[config.mk]
export PLATFORM = sky130hd
export DESIGN_NAME = axi4l_regfile
export DESIGN_NICKNAME = d
export VERILOG_FILES = /design/src/rtl/axi4l_pkg.sv /design/src/rtl/axi4l_regfile.sv
export SDC_FILE = /design/constraint.sdc
export NUM_CORES = 2
export LEC_CHECK = 0
export BUFFER_PORTS_ARGS = -buffer_cell sky130_fd_sc_hd__buf_2
export CORE_AREA = 2 2 443 445
export CTS_BUF_LIST = sky130_fd_sc_hd__clkbuf_2
export CTS_CLUSTER_DIAMETER = 80
export CTS_CLUSTER_SIZE = 20
export DETAILED_ROUTE_END_ITERATION = 7
export DIE_AREA = 0 0 445 447
export PLACE_DENSITY = 0.43
export SYNTH_ARGS = -nofsm -noshare
export SYNTH_HDL_FRONTEND = slang
export SYNTH_SLANG_ARGS = --single-unit
[constraint.sdc]
create_clock -name clk -period 57.1 [get_ports clk]
set_input_delay 11.42 -clock clk [delete_from_list [all_inputs] [get_ports clk]]
set_output_delay 11.42 -clock clk [all_outputs]
set_load 0.03 [all_outputs]
[src/rtl/axi4l_pkg.sv]
// Shared AXI4-Lite definitions: response codes, channel FSM states and the
// byte-lane merge helper used by register-file style slaves.
package axi4l_pkg;

    localparam int AXI4L_MAX_DATA_WIDTH = 64;
    localparam int AXI4L_MAX_STRB_WIDTH = AXI4L_MAX_DATA_WIDTH / 8;

    typedef enum logic [1:0] {
        OKAY   = 2'b00,
        EXOKAY = 2'b01,
        SLVERR = 2'b10,
        DECERR = 2'b11
    } axi4l_resp_t;

    typedef enum logic {
        WR_IDLE = 1'b0,
        WR_RESP = 1'b1
    } wr_state_t;

    typedef enum logic {
        RD_IDLE = 1'b0,
        RD_DATA = 1'b1
    } rd_state_t;

    // Byte-lane merge at the widest supported bus width; narrower callers
    // zero-extend their operands and truncate the result.
    function automatic logic [AXI4L_MAX_DATA_WIDTH-1:0] strb_merge(
        input logic [AXI4L_MAX_DATA_WIDTH-1:0] old_data,
        input logic [AXI4L_MAX_DATA_WIDTH-1:0] new_data,
        input logic [AXI4L_MAX_STRB_WIDTH-1:0] strb
    );
        logic [AXI4L_MAX_DATA_WIDTH-1:0] merged;
        for (int k = 0; k < AXI4L_MAX_STRB_WIDTH; k++) begin
            merged[k*8 +: 8] = strb[k] ? new_data[k*8 +: 8] : old_data[k*8 +: 8];
        end
        return merged;
    endfunction

endpackage

[src/rtl/axi4l_regfile.sv]
// AXI4-Lite slave register file: NUM_REGS registers with byte strobes,
// per-register read-only mapping onto reg_d, and SLVERR/DECERR responses.
// Read and write channels are fully independent; one outstanding write.
module axi4l_regfile
    import axi4l_pkg::*;
#(
    parameter int                  ADDR_WIDTH = 12,
    parameter int                  DATA_WIDTH = 32,
    parameter int                  NUM_REGS   = 16,
    parameter logic [NUM_REGS-1:0] RO_MASK    = '0
) (
    input  logic                           clk,
    input  logic                           rst,
    input  logic [ADDR_WIDTH-1:0]          s_awaddr,
    input  logic                           s_awvalid,
    output logic                           s_awready,
    input  logic [DATA_WIDTH-1:0]          s_wdata,
    input  logic [DATA_WIDTH/8-1:0]        s_wstrb,
    input  logic                           s_wvalid,
    output logic                           s_wready,
    output axi4l_resp_t                    s_bresp,
    output logic                           s_bvalid,
    input  logic                           s_bready,
    input  logic [ADDR_WIDTH-1:0]          s_araddr,
    input  logic                           s_arvalid,
    output logic                           s_arready,
    output logic [DATA_WIDTH-1:0]          s_rdata,
    output axi4l_resp_t                    s_rresp,
    output logic                           s_rvalid,
    input  logic                           s_rready,
    output logic [NUM_REGS*DATA_WIDTH-1:0] reg_q,
    input  logic [NUM_REGS*DATA_WIDTH-1:0] reg_d,
    output logic [NUM_REGS-1:0]            reg_wr
);

    localparam int STRB_WIDTH = DATA_WIDTH / 8;
    localparam int ADDR_LSB   = $clog2(STRB_WIDTH);
    localparam int IDX_WIDTH  = ADDR_WIDTH - ADDR_LSB;
    localparam logic [IDX_WIDTH:0] NUM_REGS_W = (IDX_WIDTH+1)'(NUM_REGS);

    if ((DATA_WIDTH != 32) && (DATA_WIDTH != 64)) begin : g_bad_data_width
        $error("axi4l_regfile: DATA_WIDTH must be 32 or 64");
    end
    if ((NUM_REGS < 1) || (NUM_REGS > (2 ** IDX_WIDTH))) begin : g_bad_num_regs
        $error("axi4l_regfile: NUM_REGS out of range for ADDR_WIDTH");
    end

    // Register storage (RO entries are never enabled and stay zero)
    logic [DATA_WIDTH-1:0] regs_r [NUM_REGS];

    // Write channel state
    wr_state_t             wr_state_r, wr_state_s;
    logic                  aw_held_r, aw_held_s;
    logic                  w_held_r, w_held_s;
    logic [IDX_WIDTH-1:0]  wr_idx_r, wr_idx_s;
    logic [DATA_WIDTH-1:0] wdata_r, wdata_s;
    logic [STRB_WIDTH-1:0] wstrb_r, wstrb_s;
    logic                  awready_r, awready_s;
    logic                  wready_r, wready_s;
    logic                  bvalid_r, bvalid_s;
    axi4l_resp_t           bresp_r, bresp_s;
    logic [NUM_REGS-1:0]   wr_en_s;
    logic [NUM_REGS-1:0]   reg_wr_r;

    // Write decode
    logic [NUM_REGS-1:0]   wr_hit_s;
    logic                  wr_in_range_s;
    logic                  wr_ro_s;
    axi4l_resp_t           wr_resp_s;
    logic [DATA_WIDTH-1:0] wr_old_s;
    logic [DATA_WIDTH-1:0] wr_merged_s;

    // Read channel state
    rd_state_t             rd_state_r, rd_state_s;
    logic                  arready_r, arready_s;
    logic                  rvalid_r, rvalid_s;
    axi4l_resp_t           rresp_r, rresp_s;
    logic [DATA_WIDTH-1:0] rdata_r, rdata_s;

    // Read decode
    logic [IDX_WIDTH-1:0]  rd_idx_s;
    logic                  rd_in_range_s;
    logic [DATA_WIDTH-1:0] rd_sel_s;

    // Address offset bits below the register granule carry no meaning
    logic                  unused_ok_s;
    assign unused_ok_s = ^{s_awaddr[ADDR_LSB-1:0], s_araddr[ADDR_LSB-1:0]};

    // Decode the held write address and build the merged write value
    always_comb begin
        wr_in_range_s = ({1'b0, wr_idx_r} < NUM_REGS_W);
        wr_old_s      = {DATA_WIDTH{1'b0}};
        for (int i = 0; i < NUM_REGS; i++) begin
            wr_hit_s[i] = (wr_idx_r == IDX_WIDTH'(i));
            wr_old_s    = wr_old_s | ({DATA_WIDTH{wr_hit_s[i]}} & regs_r[i]);
        end
        wr_ro_s = |(wr_hit_s & RO_MASK);
        if (!wr_in_range_s) begin
            wr_resp_s = DECERR;
        end else if (wr_ro_s) begin
            wr_resp_s = SLVERR;
        end else begin
            wr_resp_s = OKAY;
        end
        wr_merged_s = DATA_WIDTH'(strb_merge(AXI4L_MAX_DATA_WIDTH'(wr_old_s),
                                             AXI4L_MAX_DATA_WIDTH'(wdata_r),
                                             AXI4L_MAX_STRB_WIDTH'(wstrb_r)));
    end

    // Write FSM next state: capture AW and W independently, commit when both are held
    always_comb begin
        wr_state_s = wr_state_r;
        aw_held_s  = aw_held_r;
        w_held_s   = w_held_r;
        wr_idx_s   = wr_idx_r;
        wdata_s    = wdata_r;
        wstrb_s    = wstrb_r;
        awready_s  = awready_r;
        wready_s   = wready_r;
        bvalid_s   = bvalid_r;
        bresp_s    = bresp_r;
        wr_en_s    = {NUM_REGS{1'b0}};
        case (wr_state_r)
            WR_IDLE: begin
                if (aw_held_r && w_held_r) begin
                    wr_state_s = WR_RESP;
                    bvalid_s   = 1'b1;
                    bresp_s    = wr_resp_s;
                    awready_s  = 1'b0;
                    wready_s   = 1'b0;
                    if (wr_resp_s == OKAY) begin
                        wr_en_s = wr_hit_s;
                    end else begin
                        wr_en_s = {NUM_REGS{1'b0}};
                    end
                end else begin
                    if (s_awvalid && awready_r) begin
                        aw_held_s = 1'b1;
                        wr_idx_s  = s_awaddr[ADDR_WIDTH-1:ADDR_LSB];
                        awready_s = 1'b0;
                    end else begin
                        awready_s = !aw_held_r;
                    end
                    if (s_wvalid && wready_r) begin
                        w_held_s = 1'b1;
                        wdata_s  = s_wdata;
                        wstrb_s  = s_wstrb;
                        wready_s = 1'b0;
                    end else begin
                        wready_s = !w_held_r;
                    end
                end
            end
            WR_RESP: begin
                if (s_bready) begin
                    wr_state_s = WR_IDLE;
                    bvalid_s   = 1'b0;
                    aw_held_s  = 1'b0;
                    w_held_s   = 1'b0;
                    awready_s  = 1'b1;
                    wready_s   = 1'b1;
                end else begin
                    bvalid_s = 1'b1;
                end
            end
            default: begin
                wr_state_s = WR_IDLE;
                aw_held_s  = 1'b0;
                w_held_s   = 1'b0;
                awready_s  = 1'b0;
                wready_s   = 1'b0;
                bvalid_s   = 1'b0;
            end
        endcase
    end

    // Write FSM state and write-channel output registers
    always_ff @(posedge clk or posedge rst) begin
        if (rst) begin
            wr_state_r <= WR_IDLE;
            aw_held_r  <= 1'b0;
            w_held_r   <= 1'b0;
            wr_idx_r   <= {IDX_WIDTH{1'b0}};
            wdata_r    <= {DATA_WIDTH{1'b0}};
            wstrb_r    <= {STRB_WIDTH{1'b0}};
            awready_r  <= 1'b0;
            wready_r   <= 1'b0;
            bvalid_r   <= 1'b0;
            bresp_r    <= OKAY;
            reg_wr_r   <= {NUM_REGS{1'b0}};
        end else begin
            wr_state_r <= wr_state_s;
            aw_held_r  <= aw_held_s;
            w_held_r   <= w_held_s;
            wr_idx_r   <= wr_idx_s;
            wdata_r    <= wdata_s;
            wstrb_r    <= wstrb_s;
            awready_r  <= awready_s;
            wready_r   <= wready_s;
            bvalid_r   <= bvalid_s;
            bresp_r    <= bresp_s;
            reg_wr_r   <= wr_en_s;
        end
    end

    // Register array update on an accepted write
    always_ff @(posedge clk or posedge rst) begin
        if (rst) begin
            for (int i = 0; i < NUM_REGS; i++) begin
                regs_r[i] <= {DATA_WIDTH{1'b0}};
            end
        end else begin
            for (int i = 0; i < NUM_REGS; i++) begin
                if (wr_en_s[i]) begin
                    regs_r[i] <= wr_merged_s;
                end
            end
        end
    end

    // Read decode: RO registers map to reg_d, out-of-range reads return zero
    always_comb begin
        rd_idx_s      = s_araddr[ADDR_WIDTH-1:ADDR_LSB];
        rd_in_range_s = ({1'b0, rd_idx_s} < NUM_REGS_W);
        rd_sel_s      = {DATA_WIDTH{1'b0}};
        for (int i = 0; i < NUM_REGS; i++) begin
            rd_sel_s = rd_sel_s
                     | ({DATA_WIDTH{rd_idx_s == IDX_WIDTH'(i)}}
                        & (RO_MASK[i] ? reg_d[i*DATA_WIDTH +: DATA_WIDTH] : regs_r[i]));
        end
    end

    // Read FSM next state: register data/response on AR handshake, hold until rready
    always_comb begin
        rd_state_s = rd_state_r;
        arready_s  = arready_r;
        rvalid_s   = rvalid_r;
        rresp_s    = rresp_r;
        rdata_s    = rdata_r;
        case (rd_state_r)
            RD_IDLE: begin
                if (s_arvalid && arready_r) begin
                    rd_state_s = RD_DATA;
                    arready_s  = 1'b0;
                    rvalid_s   = 1'b1;
                    rdata_s    = rd_sel_s;
                    if (rd_in_range_s) begin
                        rresp_s = OKAY;
                    end else begin
                        rresp_s = DECERR;
                    end
                end else begin
                    arready_s = 1'b1;
                end
            end
            RD_DATA: begin
                if (s_rready) begin
                    rd_state_s = RD_IDLE;
                    rvalid_s   = 1'b0;
                    arready_s  = 1'b1;
                end else begin
                    rvalid_s = 1'b1;
                end
            end
            default: begin
                rd_state_s = RD_IDLE;
                arready_s  = 1'b0;
                rvalid_s   = 1'b0;
            end
        endcase
    end

    // Read FSM state and read-channel output registers
    always_ff @(posedge clk or posedge rst) begin
        if (rst) begin
            rd_state_r <= RD_IDLE;
            arready_r  <= 1'b0;
            rvalid_r   <= 1'b0;
            rresp_r    <= OKAY;
            rdata_r    <= {DATA_WIDTH{1'b0}};
        end else begin
            rd_state_r <= rd_state_s;
            arready_r  <= arready_s;
            rvalid_r   <= rvalid_s;
            rresp_r    <= rresp_s;
            rdata_r    <= rdata_s;
        end
    end

    for (genvar g = 0; g < NUM_REGS; g++) begin : g_reg_q
        assign reg_q[g*DATA_WIDTH +: DATA_WIDTH] = RO_MASK[g] ? {DATA_WIDTH{1'b0}} : regs_r[g];
    end

    assign s_awready = awready_r;
    assign s_wready  = wready_r;
    assign s_bvalid  = bvalid_r;
    assign s_bresp   = bresp_r;
    assign s_arready = arready_r;
    assign s_rvalid  = rvalid_r;
    assign s_rresp   = rresp_r;
    assign s_rdata   = rdata_r;
    assign reg_wr    = reg_wr_r;

endmodule
* Word level (Yosys, flattened, before mapping)
Cells that the tools add are included.
Operators by class: $add $sub $neg 0, multiply operators 0, div/mod/pow operators 0, order comparisons 2, equal/unequal tests 37, shift operators 0, muxes and demuxes 36, bitwise logic cells 65, reduce and logical (&&, ||, !) cells 15
Operators by type and width (number):
- 32-bit bitwise AND | 32
- 32-bit bitwise OR | 30
- 10-bit by 4-bit == test with 1-bit output, second input constant | 16
- 10-bit by 3-bit == test with 1-bit output, second input constant | 8
- 16-bit two-way mux | 3
- 10-bit by 2-bit == test with 1-bit output, second input constant | 4
- 8-bit two-way mux | 4
- 10-bit by 1-bit == test with 1-bit output, second input constant | 2
- 10-bit zero test | 2
- 10-bit by 5-bit less-than comparator with 1-bit output, second input constant | 2
- 1-bit two-way mux | 18
- 1-bit case mux with 2 select lines | 9
- 2-bit != test, second input constant | 7
- 3-bit AND reduction | 4
- 1-bit logical AND | 4
- 2-bit two-way mux | 2
- 2-bit AND reduction | 2
- 1-bit NOT | 3
- 1-bit zero test | 2
- 2-bit zero test | 1
Word-level totals: register bits 619, bits in latches 0, bits in writable memories 0, bits in read-only memories 0, input bits 579, output and inout port bits 569, word-level logic and storage cells 187, memories 0

* Logic depth before layout (Yosys ltp)
depth after elaboration 18, gate-level depth with buffers 12, mapped depth without buffers 8

* Worst setup path after synthesis
No wires, ideal clock.
kind input-to-reg, start point in s_araddr[11], end point reg rdata_r[24] (netlist: s_rdata[24]), library setup time 0.082 ns, data arrival time 13.254 ns, required time 57.018 ns, slack 43.764 ns, stages 8, path buffers 3, path through or4_1 > buf_2 > or2_1 > buf_2 > buf_2 > o41ai_1 > a221oi_1 > a31oi_1
Between the ends: word-level cells in the longest chain between the ends 17, elaborated cells between the ends (all ways) 47, those cells by class 15 x eq/ne; 31 x bitwise; 1 x reduce/logical
RTL lines:
- from (decl) | line axi4l_regfile.sv:24 | input logic [ADDR_WIDTH-1:0] s_araddr,
- 10-bit by 1-bit == test with 1-bit output / 10-bit zero test (equally long branches) | line axi4l_regfile.sv:228 | | ({DATA_WIDTH{rd_idx_s == IDX_WIDTH'(i)}}
- 32-bit bitwise AND | line axi4l_regfile.sv:229 | & (RO_MASK[i] ? reg_d[i*DATA_WIDTH +: DATA_WIDTH] : regs_r[i]));
- 32-bit bitwise OR (14 in a row) | line axi4l_regfile.sv:228
- 32-bit bitwise OR * | line axi4l_regfile.sv:228
- to (signal assigned) | line axi4l_regfile.sv:280 | rdata_r <= {DATA_WIDTH{1'b0}};
- to (signal assigned) | line axi4l_regfile.sv:286 | rdata_r <= rdata_s;
- to (decl) | line axi4l_regfile.sv:78 | logic [DATA_WIDTH-1:0] rdata_r, rdata_s;
Every way passes the cells marked *; elsewhere a longest branch is shown, timed or not. A chain may end at the register's enable or synchronous reset.

* Worst setup path after layout
start point reg rdata_r[2] (netlist: s_rdata[2]), end point out s_rdata[2]
RTL lines:
- to (decl) | line axi4l_regfile.sv:27 | output logic [DATA_WIDTH-1:0] s_rdata,
No word-level cell between the ends.

==> impl_metrics.yaml <==
clock_network:
  clock_latency_ns: 1.55
  htreeDepth: 2
  cts-root-buf: "clkbuf_2"
  cts_hold_buf: 0
  cts_tree: "built"
  cts_buffer_depth: 3
  clkSlewWorstSetupHoldPaths_ns: 0.38
  cts_sinks: 617
  cts_resized: 0
  post_cts.repair.setup_buffers: 0
  numCtsBuffers: 54
timing:
  setup_viol: 0
  hold_ws_ns: 0.531
  skew_ns: 0.109
  slew_violations: 0
  hold_viol: 0
  rsz0062_at_grt: "false"
  fmax_ghz: 0.0719
  tightest_slew_ns: 1.28
  period_share_pct: 24.4
  tns_ns: 0
  period_minus_slack_ns: 13.91
  relSlewSlack_pct: 14.3
global_routing:
  grt.total_usage_pct: 23.3
  grt_pass1_wl_um: 309000
  grt_max_degree: 149
  grt_pass1_vias: 29668
  antenna_found_initial: 45
  overflow: 0
power:
  power_leakage_uw: 0.0173
  power_uw: 1650
  pwr_density_cell_nw_per_um2: 42.7
  vdd_drop_max_mv: 0.0247
setup_path:
  crit_buf_inv: 1
  path_class: "flip-flop to output pin"
  startpoint_type: "flip-flop"
  crit_chain: "buf_2"
  arrival_ns: 2.49
  crit_family: "flip-flops"
  cp_slowest_stage_delay_ns: 0.53
  cp_max_fo: 2
  reg2reg_from: "wr_idx_r[2]"
  crit_slowest_cell: "dfrtp_1"
  cp-end-kind: "output pin"
  required_ns: 45.68
  r2r_setup_slack_ns: 52.13
  worst-path-stages: 1
  reg2reg_to: "reg_q[485]"
  reg2regPathDepth: 9
detailed_routing:
  drt_iter0_drc: 3666
  firstDrtPassIters: 8
  dr_total_vias: 31717
  wl_per_cell_um: 37.6
  ant_nets: 0
  drc: 0
  vias_per_cell: 4.97
  wirelength_um: 240000
min_path:
  min_to: "s_rdata[6]"
  worst_hold_path_type: "flip-flop to flip-flop"
  worstHoldStart: "s_rdata[6]"
  holdPathStages: 2
outcome:
  status: "finished clean"
floorplan:
  ioPinCount: 1148
  fp.dieArea_um2: 199000
  die_y_um: 447
  initial_core_util_pct: 16.1
  die_x_um: 445
  placementRows: 162
  core_area_um2: 194000
synthesis:
  ys_seq_area_share_pct: 49.3
  yosysMostFrequentCell: "dfrtp_1"
  synth.distinct_cells: 84
  yosysTopAreaCellShare_pct: 49.3
  synth_cells: 3250
  async_flop_share_pct: 100
  synth_area_um2: 31300
  synth_nets: 3829
  ys_seq_elements: 617
  synth_edf_count: 0
  synth_common_cells: "dfrtp_1, nand2_1, o21ai_0"
  syn_avg_cell_area_um2: 9.63
  ys_top_cells_by_area: "dfrtp_1, nand2_1, mux2i_1, o21ai_0, mux2_2"
  yosys_warnings: 0
  netlist.top_cell.by_area: "dfrtp_1"
  synth_flop_cell: "dfrtp_1"
final_layout:
  syn_to_final_growth_pct: 23.3
  fin_cells: 6381
  drive_above_1_share_pct: 28.4
  fin_nets: 4354
placement:
  port_buffers: 631
  place_hpwl_um: 177000
  dp_cells: 6261
  place_congestion: 0.868
flow_run:
  max-cap-violations: 0
==> placed cells by master (no fill, tap or decap), types with 102 or more instances in the layout <==
cell,instances
a21oi_1,146
buf_2,627
buf_4,128
dfrtp_1,613
mux2_2,102
mux2i_1,199
nand2_1,528
nor2_1,163
o21ai_0,382
o21ai_1,107
==> metal layers <==
layer	GRT usage (%)	up-vias	share of wire (%)	routed length [µm]
met2	34.2	2141	42	100000
met1	30.3	16055	41	99500
met5	0	-	0.046	110
li1	-	13007	-	-
met4	11.6	16	5.8	14000
met3	7.95	498	11	26300
==> kinds of logic after synthesis <==
group / count (synthesis) / share of synthesized area [%]
flip-flops: 617 / 49.3
multiplexers: 322 / 11.5
buffers and inverters: 318 / 4.72
AO/OA/AOI/OAI: 1097 / 22.0
AND/OR/NAND/NOR: 896 / 12.4
==> stage by stage <==
step | setup WS, ns | instance area (µm²) | util [%]
after floorplan | 28.40 | 31300 | -
after global placement | 41.99 | 37700 | 19.4
after detailed placement | 41.97 | 37700 | 19.4
after CTS | 42.94 | 38500 | 19.8
after global routing | 42.99 | 38500 | 19.8
final | 43.19 | 38600 | 19.9
==> layout make-up <==
type / count / area [µm²]
repair buffers: 758 / 4140
fillers: 21518 / 156000
inverters: 29 / 116
clock buffers: 58 / 290
flip-flops and latches: 617 / 15500
diodes: 22 / 55.1
clock inverters: 40 / 566
well taps: 2542 / 3180
multi-input cells: 2315 / 14800
==> where the power goes <==
| group | total [µW] | switching, µW | internal [µW] |
|---|---|---|---|
| sequential | 627 | 119 | 507 |
| combinational | 753 | 577 | 175 |
| clock | 268 | 203 | 64.8 |
| total | 1650 | 900 | 748 |
==> worst max-delay path by stage <==
stage / start / endpoint / slack [ns]
2_1_floorplan: rst / aw_held_r / 28.40
3_3_place_gp: s_araddr[11] / s_rdata[17] / 41.99
3_5_place_dp: s_araddr[11] / s_rdata[17] / 41.97
4_1_cts: s_rdata[2] / s_rdata[2] / 42.94
5_1_grt: s_rdata[2] / s_rdata[2] / 42.99
6_report: s_rdata[2] / s_rdata[2] / 43.19
==> flip-flops by register name, indices dropped and copies added, names as in the netlist, 4 cells and up <==
register,flops
wstrb_r,4
reg_wr,16
reg_q,512
s_rdata,32
wdata_r,32
wr_idx_r,10
Power figures use the tool's default switching activity.
